## src/rtl/bus_pkg.sv

```systemverilog
// Shared constants and types for param_bus_datapath: non-GPR bus source offsets,
// source count helper, index-width helper and the MDR read FSM state type.
package bus_pkg;

   // Non-GPR sources sit directly above the GPRs, in descending priority.
   localparam int SRC_HI_OFS    = 0;
   localparam int SRC_LO_OFS    = 1;
   localparam int SRC_ZHI_OFS   = 2;
   localparam int SRC_ZLO_OFS   = 3;
   localparam int SRC_PC_OFS    = 4;
   localparam int SRC_MDR_OFS   = 5;
   localparam int NUM_EXTRA_SRC = 6;

   typedef enum logic {
      MDR_IDLE = 1'b0,
      MDR_WAIT = 1'b1
   } mdr_state_e;

   function automatic int num_src(input int num_gpr);
      return num_gpr + NUM_EXTRA_SRC;
   endfunction

   function automatic int idx_w(input int n);
      return (n < 2) ? 1 : $clog2(n);
   endfunction

endpackage

```

## src/rtl/param_bus_datapath_if.sv

```systemverilog
// Bus/handshake bundle of param_bus_datapath; master drives controls, slave is the datapath.
interface param_bus_datapath_if #(
   parameter int DATA_W  = 32,
   parameter int NUM_GPR = 16
);
   logic [NUM_GPR-1:0]        gpr_in;
   logic [NUM_GPR-1:0]        gpr_out;
   logic                      hi_in, lo_in, pc_in, ir_in, y_in, mar_in, z_in, mdr_in;
   logic                      hi_out, lo_out, pc_out, zhigh_out, zlow_out, mdr_out;
   logic                      mem_read;
   logic                      mem_ready;
   logic [DATA_W-1:0]         mem_datain;
   logic [2*DATA_W-1:0]       alu_result;
   logic [DATA_W-1:0]         bus_out;
   logic [NUM_GPR*DATA_W-1:0] gpr_q;
   logic [DATA_W-1:0]         hi_q, lo_q, pc_q, ir_q, y_q, mar_q, mdr_q;
   logic [2*DATA_W-1:0]       z_q;
   logic                      mdr_busy;
   logic                      bus_conflict;
   logic                      mdr_timeout;

   modport master (
      output gpr_in, gpr_out,
      output hi_in, lo_in, pc_in, ir_in, y_in, mar_in, z_in, mdr_in,
      output hi_out, lo_out, pc_out, zhigh_out, zlow_out, mdr_out,
      output mem_read, mem_ready, mem_datain, alu_result,
      input  bus_out, gpr_q, hi_q, lo_q, pc_q, ir_q, y_q, mar_q, mdr_q, z_q,
      input  mdr_busy, bus_conflict, mdr_timeout
   );

   modport slave (
      input  gpr_in, gpr_out,
      input  hi_in, lo_in, pc_in, ir_in, y_in, mar_in, z_in, mdr_in,
      input  hi_out, lo_out, pc_out, zhigh_out, zlow_out, mdr_out,
      input  mem_read, mem_ready, mem_datain, alu_result,
      output bus_out, gpr_q, hi_q, lo_q, pc_q, ir_q, y_q, mar_q, mdr_q, z_q,
      output mdr_busy, bus_conflict, mdr_timeout
   );

endinterface

```

## src/rtl/prio_encoder.sv

```systemverilog
// Lowest-index-wins priority encoder with any-active and more-than-one-active flags.
module prio_encoder
   import bus_pkg::*;
#(
   parameter int WIDTH = 8,
   parameter int IDX_W = idx_w(WIDTH)
) (
   input  logic [WIDTH-1:0] i_req,
   output logic [IDX_W-1:0] o_idx,
   output logic             o_valid,
   output logic             o_multi
);

   always_comb begin
      o_idx = '0;
      for (int i = WIDTH - 1; i >= 0; i--) begin
         if (i_req[i]) o_idx = IDX_W'(i);
      end
   end

   assign o_valid = |i_req;
   // Clearing the lowest set bit leaves something only if two or more were set.
   assign o_multi = |(i_req & (i_req - WIDTH'(1)));

endmodule

```

## src/rtl/param_bus_datapath.sv

```systemverilog
// Single-bus register datapath: GPRs, HI/LO/PC/IR/Y/MAR, Z and a memory-read MDR FSM.
// Optional `define MDR_TIMEOUT_EN aborts a stalled memory read after MEM_TIMEOUT WAIT cycles.
module param_bus_datapath
   import bus_pkg::*;
#(
   parameter int DATA_W      = 32,
   parameter int NUM_GPR     = 16,
   parameter int MEM_TIMEOUT = 15
) (
   input logic                 Clk,
   input logic                 clr,
   param_bus_datapath_if.slave bus
);

   localparam int NUM_SRC = num_src(NUM_GPR);
   localparam int IDX_W   = idx_w(NUM_SRC);
   localparam int CNT_W   = idx_w(MEM_TIMEOUT + 1);

   logic [DATA_W-1:0]   r_gpr [NUM_GPR];
   logic [DATA_W-1:0]   r_hi, r_lo, r_pc, r_ir, r_y, r_mar, r_mdr;
   logic [2*DATA_W-1:0] r_z;
   mdr_state_e          r_state;
   logic [CNT_W-1:0]    r_cnt;
   logic                r_busy;
`ifdef MDR_TIMEOUT_EN
   logic                r_tmo;
`endif

   logic [NUM_SRC-1:0]  w_req;
   logic [DATA_W-1:0]   w_src [NUM_SRC];
   logic [IDX_W-1:0]    w_idx;
   logic                w_valid;
   logic                w_multi;
   logic [DATA_W-1:0]   w_bus;

   always_comb begin
      w_req[NUM_GPR-1:0]               = bus.gpr_out;
      w_req[NUM_GPR + SRC_HI_OFS]      = bus.hi_out;
      w_req[NUM_GPR + SRC_LO_OFS]      = bus.lo_out;
      w_req[NUM_GPR + SRC_ZHI_OFS]     = bus.zhigh_out;
      w_req[NUM_GPR + SRC_ZLO_OFS]     = bus.zlow_out;
      w_req[NUM_GPR + SRC_PC_OFS]      = bus.pc_out;
      w_req[NUM_GPR + SRC_MDR_OFS]     = bus.mdr_out;
   end

   always_comb begin
      for (int k = 0; k < NUM_GPR; k++) w_src[k] = r_gpr[k];
      w_src[NUM_GPR + SRC_HI_OFS]  = r_hi;
      w_src[NUM_GPR + SRC_LO_OFS]  = r_lo;
      w_src[NUM_GPR + SRC_ZHI_OFS] = r_z[2*DATA_W-1:DATA_W];
      w_src[NUM_GPR + SRC_ZLO_OFS] = r_z[DATA_W-1:0];
      w_src[NUM_GPR + SRC_PC_OFS]  = r_pc;
      // During a pending read the MDR still drives its previous contents.
      w_src[NUM_GPR + SRC_MDR_OFS] = r_mdr;
   end

   prio_encoder #(
      .WIDTH (NUM_SRC),
      .IDX_W (IDX_W)
   ) u_prio (
      .i_req   (w_req),
      .o_idx   (w_idx),
      .o_valid (w_valid),
      .o_multi (w_multi)
   );

   always_comb begin
      w_bus = '0;
      if (w_valid) begin
         for (int k = 0; k < NUM_SRC; k++) begin
            if (w_idx == IDX_W'(k)) w_bus = w_src[k];
         end
      end
   end

   always_ff @(posedge Clk) begin
      if (clr) begin
         for (int k = 0; k < NUM_GPR; k++) r_gpr[k] <= '0;
         r_hi  <= '0;
         r_lo  <= '0;
         r_pc  <= '0;
         r_ir  <= '0;
         r_y   <= '0;
         r_mar <= '0;
         r_z   <= '0;
      end else begin
         for (int k = 0; k < NUM_GPR; k++) begin
            if (bus.gpr_in[k]) r_gpr[k] <= w_bus;
         end
         if (bus.hi_in)  r_hi  <= w_bus;
         if (bus.lo_in)  r_lo  <= w_bus;
         if (bus.pc_in)  r_pc  <= w_bus;
         if (bus.ir_in)  r_ir  <= w_bus;
         if (bus.y_in)   r_y   <= w_bus;
         if (bus.mar_in) r_mar <= w_bus;
         if (bus.z_in)   r_z   <= bus.alu_result;
      end
   end

   // MDR load / memory-read FSM; mdr_in is ignored while a read is pending.
   always_ff @(posedge Clk) begin
      if (clr) begin
         r_state <= MDR_IDLE;
         r_cnt   <= '0;
         r_mdr   <= '0;
         r_busy  <= 1'b0;
`ifdef MDR_TIMEOUT_EN
         r_tmo   <= 1'b0;
`endif
      end else begin
`ifdef MDR_TIMEOUT_EN
         r_tmo <= 1'b0;
`endif
         case (r_state)
            MDR_IDLE: begin
               if (bus.mdr_in) begin
                  if (!bus.mem_read) begin
                     r_mdr <= w_bus;
                  end else if (bus.mem_ready) begin
                     r_mdr <= bus.mem_datain;
                  end else begin
                     r_state <= MDR_WAIT;
                     r_busy  <= 1'b1;
                     r_cnt   <= '0;
                  end
               end
            end
            MDR_WAIT: begin
               if (bus.mem_ready) begin
                  r_mdr   <= bus.mem_datain;
                  r_state <= MDR_IDLE;
                  r_busy  <= 1'b0;
`ifdef MDR_TIMEOUT_EN
               end else if (r_cnt == CNT_W'(MEM_TIMEOUT - 1)) begin
                  r_state <= MDR_IDLE;
                  r_busy  <= 1'b0;
                  r_tmo   <= 1'b1;
`endif
               end else begin
                  r_cnt <= r_cnt + CNT_W'(1);
               end
            end
            default: begin
               r_state <= MDR_IDLE;
               r_busy  <= 1'b0;
            end
         endcase
      end
   end

   assign bus.bus_out      = w_bus;
   assign bus.bus_conflict = w_multi;

   for (genvar g = 0; g < NUM_GPR; g++) begin : g_gpr_q
      assign bus.gpr_q[g*DATA_W +: DATA_W] = r_gpr[g];
   end

   assign bus.hi_q     = r_hi;
   assign bus.lo_q     = r_lo;
   assign bus.pc_q     = r_pc;
   assign bus.ir_q     = r_ir;
   assign bus.y_q      = r_y;
   assign bus.mar_q    = r_mar;
   assign bus.mdr_q    = r_mdr;
   assign bus.z_q      = r_z;
   assign bus.mdr_busy = r_busy;
`ifdef MDR_TIMEOUT_EN
   assign bus.mdr_timeout = r_tmo;
`else
   assign bus.mdr_timeout = 1'b0;
`endif

endmodule

```

## src/flat_wrapper.sv

```systemverilog
// flat-port wrapper written by rule: the top's interface ports become plain ports
module param_bus_datapath_flat import bus_pkg::*;
#(
   parameter int DATA_W      = 32,
   parameter int NUM_GPR     = 16,
   parameter int MEM_TIMEOUT = 15
)
  (Clk, clr, bus_gpr_in, bus_gpr_out, bus_hi_in, bus_lo_in, bus_pc_in, bus_ir_in, bus_y_in, bus_mar_in, bus_z_in, bus_mdr_in, bus_hi_out, bus_lo_out, bus_pc_out, bus_zhigh_out, bus_zlow_out, bus_mdr_out, bus_mem_read, bus_mem_ready, bus_mem_datain, bus_alu_result, bus_bus_out, bus_gpr_q, bus_hi_q, bus_lo_q, bus_pc_q, bus_ir_q, bus_y_q, bus_mar_q, bus_mdr_q, bus_z_q, bus_mdr_busy, bus_bus_conflict, bus_mdr_timeout);
  param_bus_datapath_if #(.DATA_W(DATA_W), .NUM_GPR(NUM_GPR)) bus_i ();
  input logic Clk;
  input logic clr;
  input wire logic [$bits(bus_i.gpr_in)-1:0] bus_gpr_in;
  input wire logic [$bits(bus_i.gpr_out)-1:0] bus_gpr_out;
  input wire logic [$bits(bus_i.hi_in)-1:0] bus_hi_in;
  input wire logic [$bits(bus_i.lo_in)-1:0] bus_lo_in;
  input wire logic [$bits(bus_i.pc_in)-1:0] bus_pc_in;
  input wire logic [$bits(bus_i.ir_in)-1:0] bus_ir_in;
  input wire logic [$bits(bus_i.y_in)-1:0] bus_y_in;
  input wire logic [$bits(bus_i.mar_in)-1:0] bus_mar_in;
  input wire logic [$bits(bus_i.z_in)-1:0] bus_z_in;
  input wire logic [$bits(bus_i.mdr_in)-1:0] bus_mdr_in;
  input wire logic [$bits(bus_i.hi_out)-1:0] bus_hi_out;
  input wire logic [$bits(bus_i.lo_out)-1:0] bus_lo_out;
  input wire logic [$bits(bus_i.pc_out)-1:0] bus_pc_out;
  input wire logic [$bits(bus_i.zhigh_out)-1:0] bus_zhigh_out;
  input wire logic [$bits(bus_i.zlow_out)-1:0] bus_zlow_out;
  input wire logic [$bits(bus_i.mdr_out)-1:0] bus_mdr_out;
  input wire logic [$bits(bus_i.mem_read)-1:0] bus_mem_read;
  input wire logic [$bits(bus_i.mem_ready)-1:0] bus_mem_ready;
  input wire logic [$bits(bus_i.mem_datain)-1:0] bus_mem_datain;
  input wire logic [$bits(bus_i.alu_result)-1:0] bus_alu_result;
  output wire logic [$bits(bus_i.bus_out)-1:0] bus_bus_out;
  output wire logic [$bits(bus_i.gpr_q)-1:0] bus_gpr_q;
  output wire logic [$bits(bus_i.hi_q)-1:0] bus_hi_q;
  output wire logic [$bits(bus_i.lo_q)-1:0] bus_lo_q;
  output wire logic [$bits(bus_i.pc_q)-1:0] bus_pc_q;
  output wire logic [$bits(bus_i.ir_q)-1:0] bus_ir_q;
  output wire logic [$bits(bus_i.y_q)-1:0] bus_y_q;
  output wire logic [$bits(bus_i.mar_q)-1:0] bus_mar_q;
  output wire logic [$bits(bus_i.mdr_q)-1:0] bus_mdr_q;
  output wire logic [$bits(bus_i.z_q)-1:0] bus_z_q;
  output wire logic [$bits(bus_i.mdr_busy)-1:0] bus_mdr_busy;
  output wire logic [$bits(bus_i.bus_conflict)-1:0] bus_bus_conflict;
  output wire logic [$bits(bus_i.mdr_timeout)-1:0] bus_mdr_timeout;
  assign bus_i.gpr_in = bus_gpr_in;
  assign bus_i.gpr_out = bus_gpr_out;
  assign bus_i.hi_in = bus_hi_in;
  assign bus_i.lo_in = bus_lo_in;
  assign bus_i.pc_in = bus_pc_in;
  assign bus_i.ir_in = bus_ir_in;
  assign bus_i.y_in = bus_y_in;
  assign bus_i.mar_in = bus_mar_in;
  assign bus_i.z_in = bus_z_in;
  assign bus_i.mdr_in = bus_mdr_in;
  assign bus_i.hi_out = bus_hi_out;
  assign bus_i.lo_out = bus_lo_out;
  assign bus_i.pc_out = bus_pc_out;
  assign bus_i.zhigh_out = bus_zhigh_out;
  assign bus_i.zlow_out = bus_zlow_out;
  assign bus_i.mdr_out = bus_mdr_out;
  assign bus_i.mem_read = bus_mem_read;
  assign bus_i.mem_ready = bus_mem_ready;
  assign bus_i.mem_datain = bus_mem_datain;
  assign bus_i.alu_result = bus_alu_result;
  assign bus_bus_out = bus_i.bus_out;
  assign bus_gpr_q = bus_i.gpr_q;
  assign bus_hi_q = bus_i.hi_q;
  assign bus_lo_q = bus_i.lo_q;
  assign bus_pc_q = bus_i.pc_q;
  assign bus_ir_q = bus_i.ir_q;
  assign bus_y_q = bus_i.y_q;
  assign bus_mar_q = bus_i.mar_q;
  assign bus_mdr_q = bus_i.mdr_q;
  assign bus_z_q = bus_i.z_q;
  assign bus_mdr_busy = bus_i.mdr_busy;
  assign bus_bus_conflict = bus_i.bus_conflict;
  assign bus_mdr_timeout = bus_i.mdr_timeout;
  param_bus_datapath #(.DATA_W(DATA_W), .NUM_GPR(NUM_GPR), .MEM_TIMEOUT(MEM_TIMEOUT)) u_core (.Clk(Clk), .clr(clr), .bus(bus_i));
endmodule
```

## config.mk

```make
export PLATFORM = sky130hd
export DESIGN_NAME = param_bus_datapath_flat
export DESIGN_NICKNAME = d
export VERILOG_FILES = /design/src/rtl/bus_pkg.sv /design/src/rtl/param_bus_datapath_if.sv /design/src/rtl/prio_encoder.sv /design/src/rtl/param_bus_datapath.sv /design/src/flat_wrapper.sv
export SDC_FILE = /design/constraint.sdc
export NUM_CORES = 1
export LEC_CHECK = 0
export BUFFER_PORTS_ARGS = -buffer_cell sky130_fd_sc_hd__buf_4
export CAP_MARGIN = 20
export CORE_AREA = 10 10 369 371
export CTS_BUF_LIST = sky130_fd_sc_hd__clkbuf_8
export DETAILED_ROUTE_END_ITERATION = 8
export DIE_AREA = 0 0 379 381
export PLACE_DENSITY = 0.45
export SYNTH_ARGS = -nofsm -noshare
export SYNTH_HDL_FRONTEND = slang
export SYNTH_SLANG_ARGS = --single-unit
```

## constraint.sdc

```tcl
create_clock -name Clk -period 4.2 [get_ports Clk]
set_clock_uncertainty 0.1 [all_clocks]
set_input_delay 0.42 -clock Clk [delete_from_list [all_inputs] [get_ports Clk]]
set_output_delay 0.42 -clock Clk [all_outputs]
set_load 0.03 [all_outputs]
```

==> flow_metrics.py, run 1 <==
metrics = {
    "outcome": {
        "status": "complete, but fails checks",
        "violations": "setup timing",
    },
    "logic_synthesis": {
        "yosysMostFrequentCell": "nor2_1",
        "synth.largest_area_cell": "edfxtp_1",
        "synth.area.top_cells": "edfxtp_1, dfxtp_1, nor2_1, a211oi_1, mux2i_1",
        "syn_nets": 3276,
        "synth.ff_latch_count": 802,
        "ys_top_cells_by_count": "nor2_1, edfxtp_1, dfxtp_1",
        "ys.flop_type": "edfxtp_1",
        "avgSynthCellArea_um2": 11.0,
        "synth_cell_type_count": 85,
        "synth_cells": 3130,
        "synth_area_um2": 34500,
        "synth-async-reset-ratio_pct": 0,
        "yosys_warnings": 0,
        "synth.top_cell.area_share_pct": 44.5,
        "yosysSeqAreaShare_pct": 61.3,
        "synth_edf_count": 512,
    },
    "worst_setup_path": {
        "cpPeakStageDelay_ps": 410,
        "crit_buf_inv": 9,
        "r2r_start": "u_core.r_gpr[1][186]",
        "arrival_ps": 3970,
        "crit_top_cell": "buf_6",
        "endpoint_kind": "output port",
        "crit_start": "bus_pc_out",
        "crit_family": "compound AO/OA/AOI/OAI gates",
        "critPathLaunchType": "input pin",
        "cp_max_fo": 4,
        "critical_path_class": "in -> out",
        "worst_path_max_delay_cell": "nand4_1",
        "crit_chain": "buf_6 -> nand2b_4 -> buf_6 -> a221o_1 -> a2111oi_4 -> clkbuf_16 -> nor2_4 -> a21oi_2 -> buf_6 -> nor2_4 -> buf_12 -> buf_4 -> a22oi_2 -> nand4_1 -> o211a_1 -> a221oi_4 -> buf_12 -> inv_4 -> buf_6",
        "required_ps": 3680,
    },
    "cells_and_area": {
        "fillers": 12672,
        "area_growth_pct": 62.9,
        "drive_gt1_share_pct": 45.3,
        "finalNetCount": 5062,
        "final_cells": 6724,
    },
    "sta": {
        "tightest_slew_ps": 1150,
        "hold_violations": 0,
        "fmax_mhz": 223,
        "fin_crit_ps": 4490,
        "slew_violations": 0,
        "hold_ws_ps": 69.4,
        "worst_slack_ps": -289,
        "relSlewSlack_pct": 23.4,
        "finalSetupTns_ps": -2810,
        "setup_viol": 25,
        "fin_crit_sh_pct": 107,
        "rsz0062_at_grt": "true",
    },
    "power_and_ir_drop": {
        "p_int_mw": 15.0,
        "p_clk_share_pct": 32.9,
        "vdd_drop_max_uv": 334,
        "switching_share_pct": 36.2,
        "switchingPower_mw": 8.49,
        "power.density_nw_per_um2": 417,
        "power.leakage_nw": 24.1,
        "pwr-share-comb_pct": 24.7,
        "power_frac_seq_pct": 42.4,
        "p_total_mw": 23.5,
    },
    "place": {
        "hpwl_um": 217000,
        "placedCellCount": 6206,
        "place_congestion": 1.00,
        "numPortBuffers": 979,
    },
    "global_routing": {
        "grt_antenna_before_repair": 14,
        "gr-total-overflow": 0,
        "grt_pass1_vias": 36504,
        "grt_pass1_wl_um": 353000,
        "grtUsageTotal_pct": 36.1,
        "grt_max_degree": 177,
    },
    "route": {
        "routedWlPerCell_um": 40.7,
        "firstDrtPassIters": 7,
        "postRouteAntennaNets": 0,
        "first_iter_violations": 4883,
        "wl_um": 274000,
        "drc": 0,
        "num_vias": 38341,
        "vias_per_cell": 5.70,
    },
    "job": {
        "cap_violations": 0,
    },
    "min_path": {
        "hold_class": "in -> reg",
        "min_from": "bus_gpr_in[11]",
    },
    "clock_network": {
        "cts_tree": "done",
        "clock-sinks": 802,
        "cts.clk_slew.worst_paths_ps": 60,
        "cts_buffer_depth": 3,
        "clk_latency_ps": 940,
        "htreeDepth": 4,
        "cts_root_buf": "clkbuf_8",
        "cts-buffers-inserted": 151,
    },
    "floorplan": {
        "rows": 132,
        "core_area_um2": 129000,
        "initial_core_util_pct": 26.8,
        "dieArea_um2": 144000,
        "ios": 981,
        "die_w_um": 379,
        "die_h_um": 381,
    },
}
==> sequential cells by signal, summed over array words and instances (netlist names) <==
name                 count
u_core.bus.mdr_q        32
u_core.r_state           1
u_core.bus.y_q          32
u_core.bus.lo_q         32
u_core.bus.ir_q         32
u_core.bus.z_q          64
u_core.bus.mdr_busy      1
u_core.bus.mar_q        32
u_core.bus.hi_q         32
u_core.bus.pc_q         32
u_core.r_gpr           512
==> power by group through the flow <==
stage | Clock, mW | Combinational [mW] | Sequential, mW
4_1_cts | 7.77 | 5.67 | 9.90
3_5_place_dp | 0 | 5.29 | 10.0
6_report | 7.71 | 5.81 | 9.95
3_3_place_gp | 0 | 5.28 | 10.1
2_1_floorplan | 0 | 1.13 | 10.8
5_1_grt | 8.10 | 5.93 | 9.94
==> placed cells by master, fill, tap and decap left out, types with 19 or more instances in the layout <==
cell	instances
buf_12	70
dfxtp_1	290
dlygate4sd3_1	119
buf_6	102
edfxtp_1	512
a221oi_1	40
o21ai_0	51
a211oi_1	96
nor3_1	29
mux2i_1	79
nand2b_1	71
nand3_1	42
clkbuf_8	161
o32ai_1	58
a21oi_1	88
and2_1	48
or2_2	19
clkinv_1	28
a221o_1	28
nand2_1	167
buf_4	1569
nor2_4	20
a222oi_1	28
inv_1	84
a22oi_1	39
nand4_1	38
o22ai_1	57
nor2_1	531
==> stage by stage <==
step	area [um^2]	setup slack, ps	util [%]
3_3_place_gp	48900	-1430	38.0
2_1_floorplan	34500	76.3	-
5_1_grt	56300	-331	43.7
6_report	56300	-289	43.7
4_1_cts	55200	-316	42.9
3_5_place_dp	48900	-1460	38.0
==> cells by family after synthesis <==
family,share of synthesized area [%]
simple gates,15.3
buf+inv,3.58
compound gates,17.4
fa+ha+maj,0.0869
flops,61.3
other cells,0.0109
mux,2.29
==> area by class of cell <==
| class | count | area (um^2) | share of cell area, % |
|---|---|---|---|
| diodes | 10 | 25.0 | 0.0445 |
| clock buffers | 161 | 2220 | 3.94 |
| clock inverters | 115 | 698 | 1.24 |
| inverters | 60 | 264 | 0.469 |
| multi-input cells | 2020 | 13900 | 24.8 |
| flip-flops and latches | 802 | 21200 | 37.6 |
| well taps | 1675 | 2100 | 3.72 |
| repair buffers | 1881 | 15900 | 28.2 |
==> per-layer routing <==
layer  GRT usage, %  up-vias  routed length, um
li1               -    15525                  -
met1           44.1    19516             104000
met2           56.5     2709             123000
met3           11.5      581              29300
met4           18.8       10              17200
met5              0        -                 50
==> final timing paths <==
check / endpoint / slack [ps] / depth (start not counted)
worst min register to register: u_core.bus.y_q[9] / 370 / 2
worst max register to register: u_core.r_gpr[0][26] / 980 / 11
worst min-delay path: u_core.r_gpr[1][122] / 70 / 2
worst max-delay path: bus_bus_out[10] / -290 / 19
==> timing repair <==
item,CTS,global route
endpoints found under the setup margin,62,32
pin swaps,119,113
endpoints found under the hold margin,301,0
gates resized for setup,393,153
setup buffers,87,52
hold buffers,119,0
Note: power is estimated with default switching activity, not from simulation.
==> inputs of run 2 (changes only) <==
--- a/config.mk
+++ b/config.mk
@@ -7,11 +7,12 @@
 export LEC_CHECK = 0
 export BUFFER_PORTS_ARGS = -buffer_cell sky130_fd_sc_hd__buf_4
 export CAP_MARGIN = 20
-export CORE_AREA = 10 10 369 371
+export CORE_AREA = 10 10 375 377
 export CTS_BUF_LIST = sky130_fd_sc_hd__clkbuf_8
 export DETAILED_ROUTE_END_ITERATION = 8
-export DIE_AREA = 0 0 379 381
+export DIE_AREA = 0 0 385 387
 export PLACE_DENSITY = 0.45
 export SYNTH_ARGS = -nofsm -noshare
 export SYNTH_HDL_FRONTEND = slang
+export SYNTH_HIERARCHICAL = 1
 export SYNTH_SLANG_ARGS = --single-unit
==> run 2 against run 1 <==
Net effect: synthesized area increased by 3.2%; first-iteration DRC count is 0.29% higher; worst hold slack improved by 32 ps; non-clock buffer count is 35 higher; the run still ends with setup timing left; fmax shrank 0.35%; routed wire length decreased by 2.3%; sequential share of layout area shrank 0.80 points; synthesized cell count rose by 4.4%; total power rose by 0.60%; clock-buffer cell count increased by 1; clock power shrank 0.6%; critical path type unchanged.
==> flow_metrics.py, run 2 <==
metrics = {
    "outcome": {
        "status": "complete, but fails checks",
        "violations": "setup timing",
    },
    "clock_network": {
        "cts.clk_slew.worst_paths_ps": 70,
        "cts_tree": "done",
        "cts_buffer_depth": 3,
        "clock-sinks": 802,
        "cts_root_buf": "clkbuf_8",
        "clk_latency_ps": 940,
        "cts-buffers-inserted": 150,
        "htreeDepth": 4,
    },
    "logic_synthesis": {
        "synth.largest_area_cell": "edfxtp_1",
        "synthMuxAreaShare_pct": 2.61,
        "syn_nets": 3413,
        "synthAdderAreaFrac_pct": 0.0281,
        "avgSynthCellArea_um2": 10.9,
        "synth.ff_latch_count": 802,
        "synth_cells": 3267,
        "synth_edf_count": 512,
        "synth.area.top_cells": "edfxtp_1, dfxtp_1, nor2_1, nand2_1, o21ai_0",
        "yosys_warnings": 6,
        "synth_cell_type_count": 122,
        "synth.top_cell.area_share_pct": 43.2,
        "yosysSeqAreaShare_pct": 59.5,
        "ys_top_cells_by_count": "nor2_1, edfxtp_1, dfxtp_1",
        "synth_xor_area_share_pct": 0,
        "synth_compound_area_share_pct": 17.9,
        "yosysMostFrequentCell": "nor2_1",
        "synth-simple-area-share_pct": 15.5,
        "synth_area_um2": 35600,
        "ys.flop_type": "edfxtp_1",
        "synth_top_family_by_area": "compound AO/OA/AOI/OAI gates",
        "synth-async-reset-ratio_pct": 0,
    },
    "power_and_ir_drop": {
        "power.leakage_nw": 24.5,
        "vdd_drop_max_uv": 273,
        "power.density_nw_per_um2": 411,
    },
    "sta": {
        "fmax_mhz": 222,
        "finalSetupTns_ps": -4160,
        "slew_violations": 0,
        "relSlewSlack_pct": 22.7,
        "hold_ws_ps": 102,
        "fin_crit_ps": 4510,
        "worst_slack_ps": -305,
        "setup_viol": 31,
        "rsz0062_at_grt": "true",
        "fin_crit_sh_pct": 107,
        "tightest_slew_ps": 1160,
        "hold_violations": 0,
    },
    "cells_and_area": {
        "largest_reg_flops": 512,
        "finalNetCount": 5215,
        "final_core_util_pct": 43.2,
        "largest-register": "u_core/r_gpr",
        "drive_gt1_share_pct": 45.4,
        "stdcell_area_um2": 57500,
        "final_cell_mix": "buf_4, nor2_1, edfxtp_1",
        "layout_commonest_cell": "buf_4",
        "area_growth_pct": 61.4,
    },
    "route": {
        "postRouteAntennaNets": 0,
        "firstDrtPassIters": 6,
        "routedWlPerCell_um": 38.4,
        "first_iter_violations": 4897,
        "drc": 0,
        "vias_per_cell": 5.47,
        "wl_um": 267000,
        "num_vias": 38038,
    },
    "global_routing": {
        "grt_max_degree": 148,
        "grt_pass1_vias": 37082,
        "gr-total-overflow": 0,
        "grt_antenna_before_repair": 11,
        "grtUsageTotal_pct": 34.1,
        "grt_pass1_wl_um": 347000,
    },
    "worst_setup_path": {
        "arrival_ps": 3990,
        "cp_max_fo": 5,
        "critical_path_class": "in -> out",
        "required_ps": 3680,
        "endpoint_kind": "output port",
        "critPathLaunchType": "input pin",
    },
    "floorplan": {
        "ios": 981,
        "die_h_um": 387,
        "dieArea_um2": 149000,
        "initial_core_util_pct": 26.8,
        "die_w_um": 385,
        "rows": 134,
        "core_area_um2": 133000,
    },
    "place": {
        "hpwl_um": 209000,
        "place_congestion": 0.964,
        "place_area_um2": 49500,
        "numPortBuffers": 979,
    },
    "job": {
        "cap_violations": 0,
    },
    "min_path": {
        "hold_class": "in -> reg",
    },
}
-- run 2: final timing paths --
kind,start,end,slack (ps),cells past startpoint
setup reg to reg,u_core/r_gpr[0][63],u_core/bus.mdr_q[31],1020,11
hold reg to reg,u_core/bus.ir_q[12],u_core/bus.ir_q[12],360,2
hold / removal,bus_mem_datain[4],u_core/bus.mdr_q[4],100,3
setup / recovery,bus_lo_out,bus_bus_out[27],-310,18
-- run 2: worst max-delay path: stages --
cell,delay [ps]
buf_6,90
or2_4,250
o21ai_2,150
a211oi_2,90
o31ai_2,270
a211oi_2,140
nor3_4,240
buf_12,170
or3b_4,430
buf_8,150
nor2_4,190
buf_12,160
a222oi_1,70
a21o_1,250
a221oi_4,450
o211ai_4,190
inv_2,100
buf_8,140
-- run 2: final cells by class --
type,count,area (um^2)
inverter,44,196
timing repair buffer,1916,16500
tap,1768,2210
clock inverter,108,654
multi-input combinational,2155,14500
antenna,4,10.0
clock buffer,162,2230
sequential,802,21200
fill,13037,75500
-- run 2: cell families (layout without fill, tap and decap cells) --
family	count (synthesis)	in the layout
and+or+nand+nor	1153	1153
DFF	802	802
muxes	91	91
buffers and inverters	310	2230
adders and majority gates	1	1
AOI/OAI and AO/OA	909	909
other	1	5
-- run 2: metal layers --
layer | track usage (%) | share of wire (%) | wire length, um
met3 | 10.9 | 11 | 29000
met4 | 18.2 | 6.4 | 17100
met1 | 39.8 | 36 | 97000
met2 | 55.4 | 46 | 124000
met5 | 0 | 0.016 | 42
-- run 2: where the power goes --
group	internal, mW	switching, mW
clock	3.89	3.77
combinational	2.11	3.97
sequential	9.11	0.768
-- run 2: timing repair --
| action | in CTS | in global routing |
|---|---|---|
| gates cloned | 4 | 2 |
| gates resized for setup | 357 | 157 |
| setup buffers | 94 | 64 |
| endpoints found under the setup margin | 32 | 32 |
| hold endpoints to repair | 205 | 0 |
| hold buffers | 170 | 0 |
| pin swaps | 104 | 134 |
-- run 2: metrics by stage --
stage                     total power [mW]  instances  setup slack [ps]
after floorplan                       12.1       3267               144
after CTS                             23.5       6903              -381
after detailed placement              15.5       6369              -912
after global routing                  24.2       6957              -288
final                                 23.6       6959              -305
after global placement                15.5       6367              -998
